**config.mk**
```make
export PLATFORM = sky130hd
export DESIGN_NAME = uart_receive_flat
export DESIGN_NICKNAME = d
export VERILOG_FILES = /design/src/rtl/uart_receive_if.sv /design/src/rtl/uart_receive.sv /design/src/flat_wrapper.sv
export SDC_FILE = /design/constraint.sdc
export NUM_CORES = 1
export LEC_CHECK = 0
export BUFFER_PORTS_ARGS = -buffer_cell sky130_fd_sc_hd__buf_2
export CAP_MARGIN = 30
export CORE_ASPECT_RATIO = 1.4
export CORE_MARGIN = 3
export CORE_UTILIZATION = 54
export CTS_CLUSTER_SIZE = 20
export DETAILED_ROUTE_END_ITERATION = 8
export PLACE_DENSITY_LB_ADDON = 0.05
export SLEW_MARGIN = 0
export SYNTH_ARGS = -nofsm -noshare
export SYNTH_HDL_FRONTEND = slang
export SYNTH_SLANG_ARGS = --single-unit
```
**constraint.sdc**
```tcl
create_clock -name CLK -period 1.8 [get_ports CLK]
set_input_delay 0.36 -clock CLK [delete_from_list [all_inputs] [get_ports CLK]]
set_output_delay 0.36 -clock CLK [all_outputs]
set_load 0.01 [all_outputs]
```
**src/rtl/uart_receive_if.sv**
```systemverilog
// Receive-side handshake bundle for uart_receive: byte/valid/ack plus status pulses.
// master = receiver (drives data and status), slave = consumer (drives ack).
interface uart_receive_if;
   logic [7:0] data;
   logic       valid;
   logic       ack;
   logic       busy;
   logic       frame_error;
   logic       overrun;
   logic       parity_error;

   modport master (
      output data, valid, busy, frame_error, overrun, parity_error,
      input  ack
   );

   modport slave (
      input  data, valid, busy, frame_error, overrun, parity_error,
      output ack
   );
endinterface

```
**src/rtl/uart_receive.sv**
```systemverilog
// UART receiver, 8N1 LSB first, mid-bit sampling, hold register with valid/ack handshake.
// Define UART_RX_PARITY_EN for 8E1 frames with a PARITY state and parity_error reporting.
module uart_receive #(
   parameter logic [31:0] CLKS_PER_BIT = 32'h28B0
) (
   input  logic          CLK,
   input  logic          RESET,
   input  logic          UART_RX,
   uart_receive_if.master rx_if
);

   localparam logic [31:0] HALF     = CLKS_PER_BIT / 32'd2;
   localparam logic [31:0] HALF_END = HALF - 32'd1;
   localparam logic [31:0] BIT_END  = CLKS_PER_BIT - 32'd1;

`ifdef UART_RX_PARITY_EN
   typedef enum logic [2:0] {S_IDLE, S_START, S_DATA, S_PARITY, S_STOP, S_BREAK} state_t;
`else
   typedef enum logic [2:0] {S_IDLE, S_START, S_DATA, S_STOP, S_BREAK} state_t;
`endif

   state_t      state_q, state_d;
   logic [31:0] cnt_q, cnt_d;
   logic [2:0]  idx_q, idx_d;
   logic [7:0]  shift_q, shift_d;
   logic [7:0]  data_q, data_d;
   logic        valid_q, valid_d;
   logic        frame_error_q, frame_error_d;
   logic        overrun_q, overrun_d;
   logic        rx_meta_q, rx_s_q;
   logic        parity_bad;

`ifdef UART_RX_PARITY_EN
   logic parity_bad_q, parity_bad_d;
   logic parity_error_q, parity_error_d;
   assign parity_bad = parity_bad_q;
`else
   assign parity_bad = 1'b0;
`endif

   // Synchronizer resets to the idle (high) line level so reset never looks like a start bit.
   always_ff @(posedge CLK) begin
      if (RESET) begin
         rx_meta_q <= 1'b1;
         rx_s_q    <= 1'b1;
      end else begin
         rx_meta_q <= UART_RX;
         rx_s_q    <= rx_meta_q;
      end
   end

   always_comb begin
      state_d       = state_q;
      cnt_d         = cnt_q + 32'd1;
      idx_d         = idx_q;
      shift_d       = shift_q;
      data_d        = data_q;
      valid_d       = valid_q;
      frame_error_d = 1'b0;
      overrun_d     = 1'b0;
`ifdef UART_RX_PARITY_EN
      parity_bad_d   = parity_bad_q;
      parity_error_d = 1'b0;
`endif

      if (rx_if.ack && valid_q) begin
         valid_d = 1'b0;
      end

      case (state_q)
         S_IDLE: begin
            cnt_d = 32'd0;
            if (!rx_s_q) begin
               state_d = S_START;
            end
         end
         S_START: begin
            if (cnt_q == HALF_END) begin
               cnt_d   = 32'd0;
               idx_d   = 3'd0;
               state_d = rx_s_q ? S_IDLE : S_DATA;
            end
         end
         S_DATA: begin
            if (cnt_q == BIT_END) begin
               cnt_d          = 32'd0;
               shift_d[idx_q] = rx_s_q;
               idx_d          = idx_q + 3'd1;
               if (idx_q == 3'd7) begin
`ifdef UART_RX_PARITY_EN
                  state_d = S_PARITY;
`else
                  state_d = S_STOP;
`endif
               end
            end
         end
`ifdef UART_RX_PARITY_EN
         S_PARITY: begin
            if (cnt_q == BIT_END) begin
               cnt_d          = 32'd0;
               parity_bad_d   = (rx_s_q != ^shift_q);
               parity_error_d = parity_bad_d;
               state_d        = S_STOP;
            end
         end
`endif
         S_STOP: begin
            if (cnt_q == BIT_END) begin
               cnt_d = 32'd0;
               if (rx_s_q) begin
                  state_d = S_IDLE;
                  // A commit beats a same-cycle ack: valid stays set and no overrun is flagged.
                  if (!parity_bad) begin
                     data_d    = shift_q;
                     valid_d   = 1'b1;
                     overrun_d = valid_q && !rx_if.ack;
                  end
               end else begin
                  state_d       = S_BREAK;
                  frame_error_d = !parity_bad;
               end
            end
         end
         S_BREAK: begin
            cnt_d = 32'd0;
            if (rx_s_q) begin
               state_d = S_IDLE;
            end
         end
         default: begin
            cnt_d   = 32'd0;
            state_d = S_IDLE;
         end
      endcase
   end

   always_ff @(posedge CLK) begin
      if (RESET) begin
         state_q       <= S_IDLE;
         cnt_q         <= 32'd0;
         idx_q         <= 3'd0;
         shift_q       <= 8'h00;
         data_q        <= 8'h00;
         valid_q       <= 1'b0;
         frame_error_q <= 1'b0;
         overrun_q     <= 1'b0;
      end else begin
         state_q       <= state_d;
         cnt_q         <= cnt_d;
         idx_q         <= idx_d;
         shift_q       <= shift_d;
         data_q        <= data_d;
         valid_q       <= valid_d;
         frame_error_q <= frame_error_d;
         overrun_q     <= overrun_d;
      end
   end

`ifdef UART_RX_PARITY_EN
   always_ff @(posedge CLK) begin
      if (RESET) begin
         parity_bad_q   <= 1'b0;
         parity_error_q <= 1'b0;
      end else begin
         parity_bad_q   <= parity_bad_d;
         parity_error_q <= parity_error_d;
      end
   end
   assign rx_if.parity_error = parity_error_q;
`else
   assign rx_if.parity_error = 1'b0;
`endif

   assign rx_if.data        = data_q;
   assign rx_if.valid       = valid_q;
   assign rx_if.busy        = (state_q != S_IDLE);
   assign rx_if.frame_error = frame_error_q;
   assign rx_if.overrun     = overrun_q;

endmodule

```
**src/flat_wrapper.sv**
```systemverilog
// flat-port wrapper written by rule: the top's interface ports become plain ports
module uart_receive_flat 
#(
   parameter logic [31:0] CLKS_PER_BIT = 32'h28B0
)
  (CLK, RESET, UART_RX, rx_if_data, rx_if_valid, rx_if_busy, rx_if_frame_error, rx_if_overrun, rx_if_parity_error, rx_if_ack);
  uart_receive_if rx_if_i ();
  input  logic CLK;
  input  logic RESET;
  input  logic UART_RX;
  output wire logic [$bits(rx_if_i.data)-1:0] rx_if_data;
  output wire logic [$bits(rx_if_i.valid)-1:0] rx_if_valid;
  output wire logic [$bits(rx_if_i.busy)-1:0] rx_if_busy;
  output wire logic [$bits(rx_if_i.frame_error)-1:0] rx_if_frame_error;
  output wire logic [$bits(rx_if_i.overrun)-1:0] rx_if_overrun;
  output wire logic [$bits(rx_if_i.parity_error)-1:0] rx_if_parity_error;
  input wire logic [$bits(rx_if_i.ack)-1:0] rx_if_ack;
  assign rx_if_data = rx_if_i.data;
  assign rx_if_valid = rx_if_i.valid;
  assign rx_if_busy = rx_if_i.busy;
  assign rx_if_frame_error = rx_if_i.frame_error;
  assign rx_if_overrun = rx_if_i.overrun;
  assign rx_if_parity_error = rx_if_i.parity_error;
  assign rx_if_i.ack = rx_if_ack;
  uart_receive #(.CLKS_PER_BIT(CLKS_PER_BIT)) u_core (.CLK(CLK), .RESET(RESET), .UART_RX(UART_RX), .rx_if(rx_if_i));
endmodule
```
Word-level counts from Yosys, hierarchy flattened
Cells that the tools add are included.

storage, ports and cells
  flip-flop bits (word level) = 59
  memories kept = 0
  logic and storage cells = 67
  latch bits = 0
  bits in writable memories = 0
  bits of input ports = 4
  ROM bits = 0

operators by class
  $add $sub $neg = 2
  multipliers = 0
  mux-type cells = 23
  divide/modulo/power cells = 0
  bitwise logic cells = 3
  equal/unequal tests = 13
  magnitude comparators = 2
  shifts and indexed selects = 0
  reductions and logical operators = 14

operators with widths
  operator                                                                             count
  32-bit 2-to-1 mux                                                                    2
  32-bit one-hot mux with 2 select lines                                               1
  32-bit by 1-bit adder with 32-bit output, second input constant                      1
  32-bit by 13-bit == test with 1-bit output, second input constant                    1
  32-bit by 14-bit == test with 1-bit output, second input constant                    1
  3-bit 2-to-1 mux                                                                     9
  3-bit one-hot mux with 5 select lines                                                1
  2-bit by 1-bit != test with 1-bit output, second input constant                      5
  8-bit bitwise mux                                                                    1
  3-bit by 2-bit == test with 1-bit output, second input constant                      2
  3-bit == test, second input constant                                                 2
  1-bit 2-to-1 mux                                                                     6
  3-bit one-hot mux with 2 select lines                                                1
  3-bit AND reduction                                                                  2
  6-bit AND reduction                                                                  1
  3-bit by 4-bit < comparator with 1-bit output, second input constant                 1
  4-bit OR reduction                                                                   1
  3-bit by 1-bit adder with 3-bit output, second input constant                        1
  1-bit demux with 3-bit select                                                        1
  3-bit by 1-bit == test with 1-bit output, second input constant                      1
  3-bit by 1-bit greater-or-equal comparator with 1-bit output, second input constant  1
  1-bit logical AND                                                                    3
  3-bit logical NOT                                                                    1
  1-bit NOT                                                                            3
  8 further kinds                                                                      8

Longest topological paths before layout
  word-level depth = 5
  mapped depth = 8
  mapped depth without buffers = 6

Worst setup path before layout
OpenSTA, ideal clock, no wires.

  path type = register to register
  start = reg u_core.cnt_q[0]
  end = reg u_core.cnt_q[16]
  buffers on the path = 2
  required time = 1.738 ns
  period minus slack after synthesis = 1.965 ns
  stages on the path, launching flop included = 9
  arrival time = 1.903 ns
  slack = -0.165 ns
  library setup time = 0.062 ns
  cell sequence = dfxtp_1 -> ha_1 -> and3_1 -> buf_4 -> and3_1 -> o32a_1 -> a2111o_1 -> buf_6 -> nor2_2

between the ends
  cells in the longest elaborated chain, start to end = 3

RTL lines
  item                                                              line                                                         RTL
  from (decl)                                                       uart_receive.sv:23                                           logic [31:0] cnt_q, cnt_d;
  from (signal assigned)                                            uart_receive.sv:150                                          cnt_q <= cnt_d;
  32-bit by 1-bit adder with 32-bit output (tied with other cells)  uart_receive.sv:54                                           cnt_d = cnt_q + 32'd1;
  32-bit 2-to-1 mux, on equally long branches                       uart_receive.sv:85, uart_receive.sv:109, uart_receive.sv:78
  32-bit one-hot mux with 2 select lines *                          uart_receive.sv:70                                           case (state_q)

Every way passes the cells marked *; elsewhere a longest branch is shown, timed or not.
A chain may end at the register's enable or synchronous reset.

Worst setup path in the final report
  start = reg u_core.cnt_q[5]
  end = reg u_core.idx_q[1]

between the ends
  cells in the longest elaborated chain, start to end = 3

RTL lines
  item                                                                                                             line                                    RTL
  32-bit by 14-bit == test with 1-bit output / 32-bit by 13-bit == test with 1-bit output (equally long branches)  uart_receive.sv:85, uart_receive.sv:78
  2-bit by 1-bit != test with 1-bit output (no line)                                                               n/a
  3-bit AND reduction (no line) *                                                                                  n/a
  to (signal assigned)                                                                                             uart_receive.sv:151                     idx_q <= idx_d;
  to (decl)                                                                                                        uart_receive.sv:24                      logic [2:0] idx_q, idx_d;

Marked as above.

==> reports/qor.yml <==
worst_pin_slew_ps: 536
violations: "negative setup slack"
synthTopCellsByArea: "dfxtp_1 42%, xnor2_1 6.9%, mux2i_1 6.1%, nor2_1 5.9%, nand2_1 4.3%"
wirelength_um: 5950
nNetsFinal: 391
synth_edf_count: 0
dieHeight_um: 91.1
wl_met3_um: 160
dr_wl_met2_um: 3190
reg2reg_slack_ps: -60
muxShareOfSynthArea_pct: 6.10
startpoint: "u_core.cnt_q[5]$_SDFF_PP0_"
clock_path_buffers: 2
post-dp-hpwl_um: 4100
start_util_pct: 56.7
status: "finished, violations left"
synth_cells: 314
synth_seq_area_share_pct: 42.3
synth_top_cell_area_share_pct: 42.3
grt.total_usage_pct: 20.9
ys_ff_latch: 59
synthArstFlopShare_pct: 0
syn_area_per_cell_um2: 8.89
final.period_utilization_pct: 103
worst_path_max_delay_cell: "or4_4"
port_buffers: 15
num_vias: 2402
viasPerCell: 5.30
avgRoutedWirePerCell_um: 13.1
ys_warn_count: 0
final-hold-violation-count: 0
layout_min_cycle_time_ps: 1860
r2r_cells: 5
slew_headroom_pct: 64.0
yosys.area_share.simple_pct: 32.6
clkSinkCount: 59
grt_pass1_wl_um: 9790
clk_latency_ps: 340
wl_met1_um: 2470
cp-endpoint: "u_core.idx_q[1]$_SDFFE_PP0P_"
grt_max_degree: 33
ant_nets: 0
synth_compound_area_share_pct: 4.04
fmax_ghz: 0.537
pre_cts_ws_ps: -76.6
r2r-end: "u_core.idx_q[1]$_SDFFE_PP0P_"
clk_pin_slew_ps: 70
syn_area_um2: 2790
core_um2: 4920
rows: 30
synth_flop_cell: "dfxtp_1"
maxUsedRoutingLayer: "met4"
drive_above_1_share_pct: 35.5
min_path_type: "input port to flop"
arrival_ps: 2100
synthesis.nets: 321
max-cap-violations: 0
syn_to_final_growth_pct: 33.3
slowest_delay_ps: 570
synthAdderAreaFrac_pct: 1.35
fin_hold_ws_ps: 203
cts_buffers: 9
crit_required_ps: 2040
clock-root-buffer: "clkbuf_8"
fin_ws_ps: -61.2
synth_xor_xnor_area_share_pct: 9.42
drc_errors: 0
crit_path_end_kind: "flop"
htreeDepth: 3
worst_setup_path_start_kind: "flop"
drtIter0Drc: 149
io-pin-count: 17
synth_top_cell_by_area: "dfxtp_1"
p_leak_nw: 1.40
ir_drop_mv: 0.462
timing.rr.start: "u_core.cnt_q[5]$_SDFF_PP0_"
synth_top_family_by_area: "simple AND/OR/NAND/NOR gates"
antenna_found_initial: 0
crit_chain: "nand3b_1 > or4_4 > a2111oi_4 > nor3b_2 > a21o_1"
gp_congestion: 0.785
first_pass_iters: 6
die_area_um2: 6080
nFillCells: 352
finClkSkew_ps: 7.96
yosys.cell_types.count: 45
cts_tree: "built"
n_antenna_cell: 0
critical_path_class: "flop to flop"
die-width_um: 66.8
rsz0062_at_grt: "yes"
cp_max_fo: 3
grt_pass1_vias: 2216
finalSetupViolations: 3
grt-ovfl-total: 0
power_density_nw_per_um2: 689
slew_violations: 0
cts_hold_buf: 0
[layout make-up]
class,count,area [um2],share of cell area [%]
Sequential cell,59,1190,32.1
Timing Repair Buffer,72,554,14.9
Clock buffer,9,124,3.33
Clock inverter,7,77.6,2.09
Multi-Input combinational cell,235,1660,44.7
Tap cell,64,80.1,2.15
Inverter,7,26.3,0.707
[critical path, delay by kind of cell, from the launching register on]
family	cells	cell delay, ps
AOI/OAI and AO/OA	2	570
DFF	1	340
and+or+nand+nor	3	850
[per-stage QoR]
step	total power, mW	util, %	cell area (um2)	TNS (ps)	instances
2_1_floorplan	1.37	-	2820	-1600	314
3_3_place_gp	1.38	66.8	3290	-357	429
3_5_place_dp	1.38	66.8	3290	-685	429
4_1_cts	2.59	72.3	3550	-60.7	449
5_1_grt	2.66	75.6	3720	-1900	453
6_report	2.56	75.6	3720	-167	453
[kinds of logic (layout without fill, tap and decap cells)]
group	Yosys count	count (layout)
xor+xnor	30	30
compound gates	13	13
fa+ha+maj	3	3
simple gates	171	171
other cells	1	1
buf+inv	20	95
mux	17	17
flops	59	59
[synthesized netlist by cell type, drive strengths merged, types with 2 or more instances]
cell type  count
nor2b          2
nand3         18
buf            8
nand4bb        2
nor2          53
or3            3
o21ai          2
a21o           3
nand2         32
clkbuf         5
or4            2
nand2b         3
and4           5
nand4          5
xnor2         22
nor4          16
inv            6
and3           6
xor2           8
and4bb         2
nand3b         2
dfxtp         59
nor3b          3
a21oi          2
ha             3
or2            2
nor3          13
mux2i         17
[how the worst min path moves through the flow]
stage / startpoint / to / slack (ps) / depth (start not counted)
final: UART_RX / u_core.rx_meta_q$_SDFF_PP1_ / 200 / 2
after global placement: u_core.rx_meta_q$_SDFF_PP1_ / u_core.rx_s_q$_SDFF_PP1_ / 390 / 1
after global routing: UART_RX / u_core.rx_meta_q$_SDFF_PP1_ / 200 / 2
after floorplan: u_core.rx_meta_q$_SDFF_PP1_ / u_core.rx_s_q$_SDFF_PP1_ / 390 / 1
after detailed placement: u_core.rx_meta_q$_SDFF_PP1_ / u_core.rx_s_q$_SDFF_PP1_ / 400 / 1
after CTS: UART_RX / u_core.rx_meta_q$_SDFF_PP1_ / 190 / 2
[power by group]
group / switching (mW) / internal [mW]
Clock: 0.565 / 0.647
Combinational: 0.0275 / 0.0145
Sequential: 0.00197 / 1.31
Total: 0.594 / 1.97
[cell usage in the layout, fill, tap and decap left out, drive strengths merged, types with 3 or more instances in the layout]
cell type / synthesis / final
buf: 8 / 72
dfxtp: 59 / 59
nor2: 53 / 53
nand2: 32 / 32
xnor2: 22 / 22
nand3: 18 / 18
mux2i: 17 / 17
nor4: 16 / 16
nor3: 13 / 13
clkbuf: 5 / 9
xor2: 8 / 8
inv: 6 / 7
and3: 6 / 6
and4: 5 / 5
nand4: 5 / 5
clkinv: 1 / 5
nand2b: 3 / 3
a21o: 3 / 3
or3: 3 / 3
nor3b: 3 / 3
ha: 3 / 3
[what timing repair did]
action | CTS | global route
gates cloned | 0 | 1
endpoints found under the setup margin | 36 | 43
resized for setup | 8 | 35
setup buffers | 4 | 3
pin swaps | 6 | 6
[flip-flops by register name, summed over array words and instances (netlist names)]
signal and cells:
u_core.rx_if.valid 1, u_core.rx_meta_q 1, u_core.rx_if.data 8, u_core.rx_if.overrun 1
u_core.state_q 3, u_core.rx_if.frame_error 1, u_core.idx_q 3, u_core.cnt_q 32
u_core.rx_s_q 1, u_core.shift_q 8
[routing by layer]
layer	GRT usage, %	vias up
li1	-	1230
met1	23.6	1121
met2	35.7	36
met3	4.46	15
met4	11.2	0
met5	0	-
No activity file was read; power rests on OpenSTA's default activity.
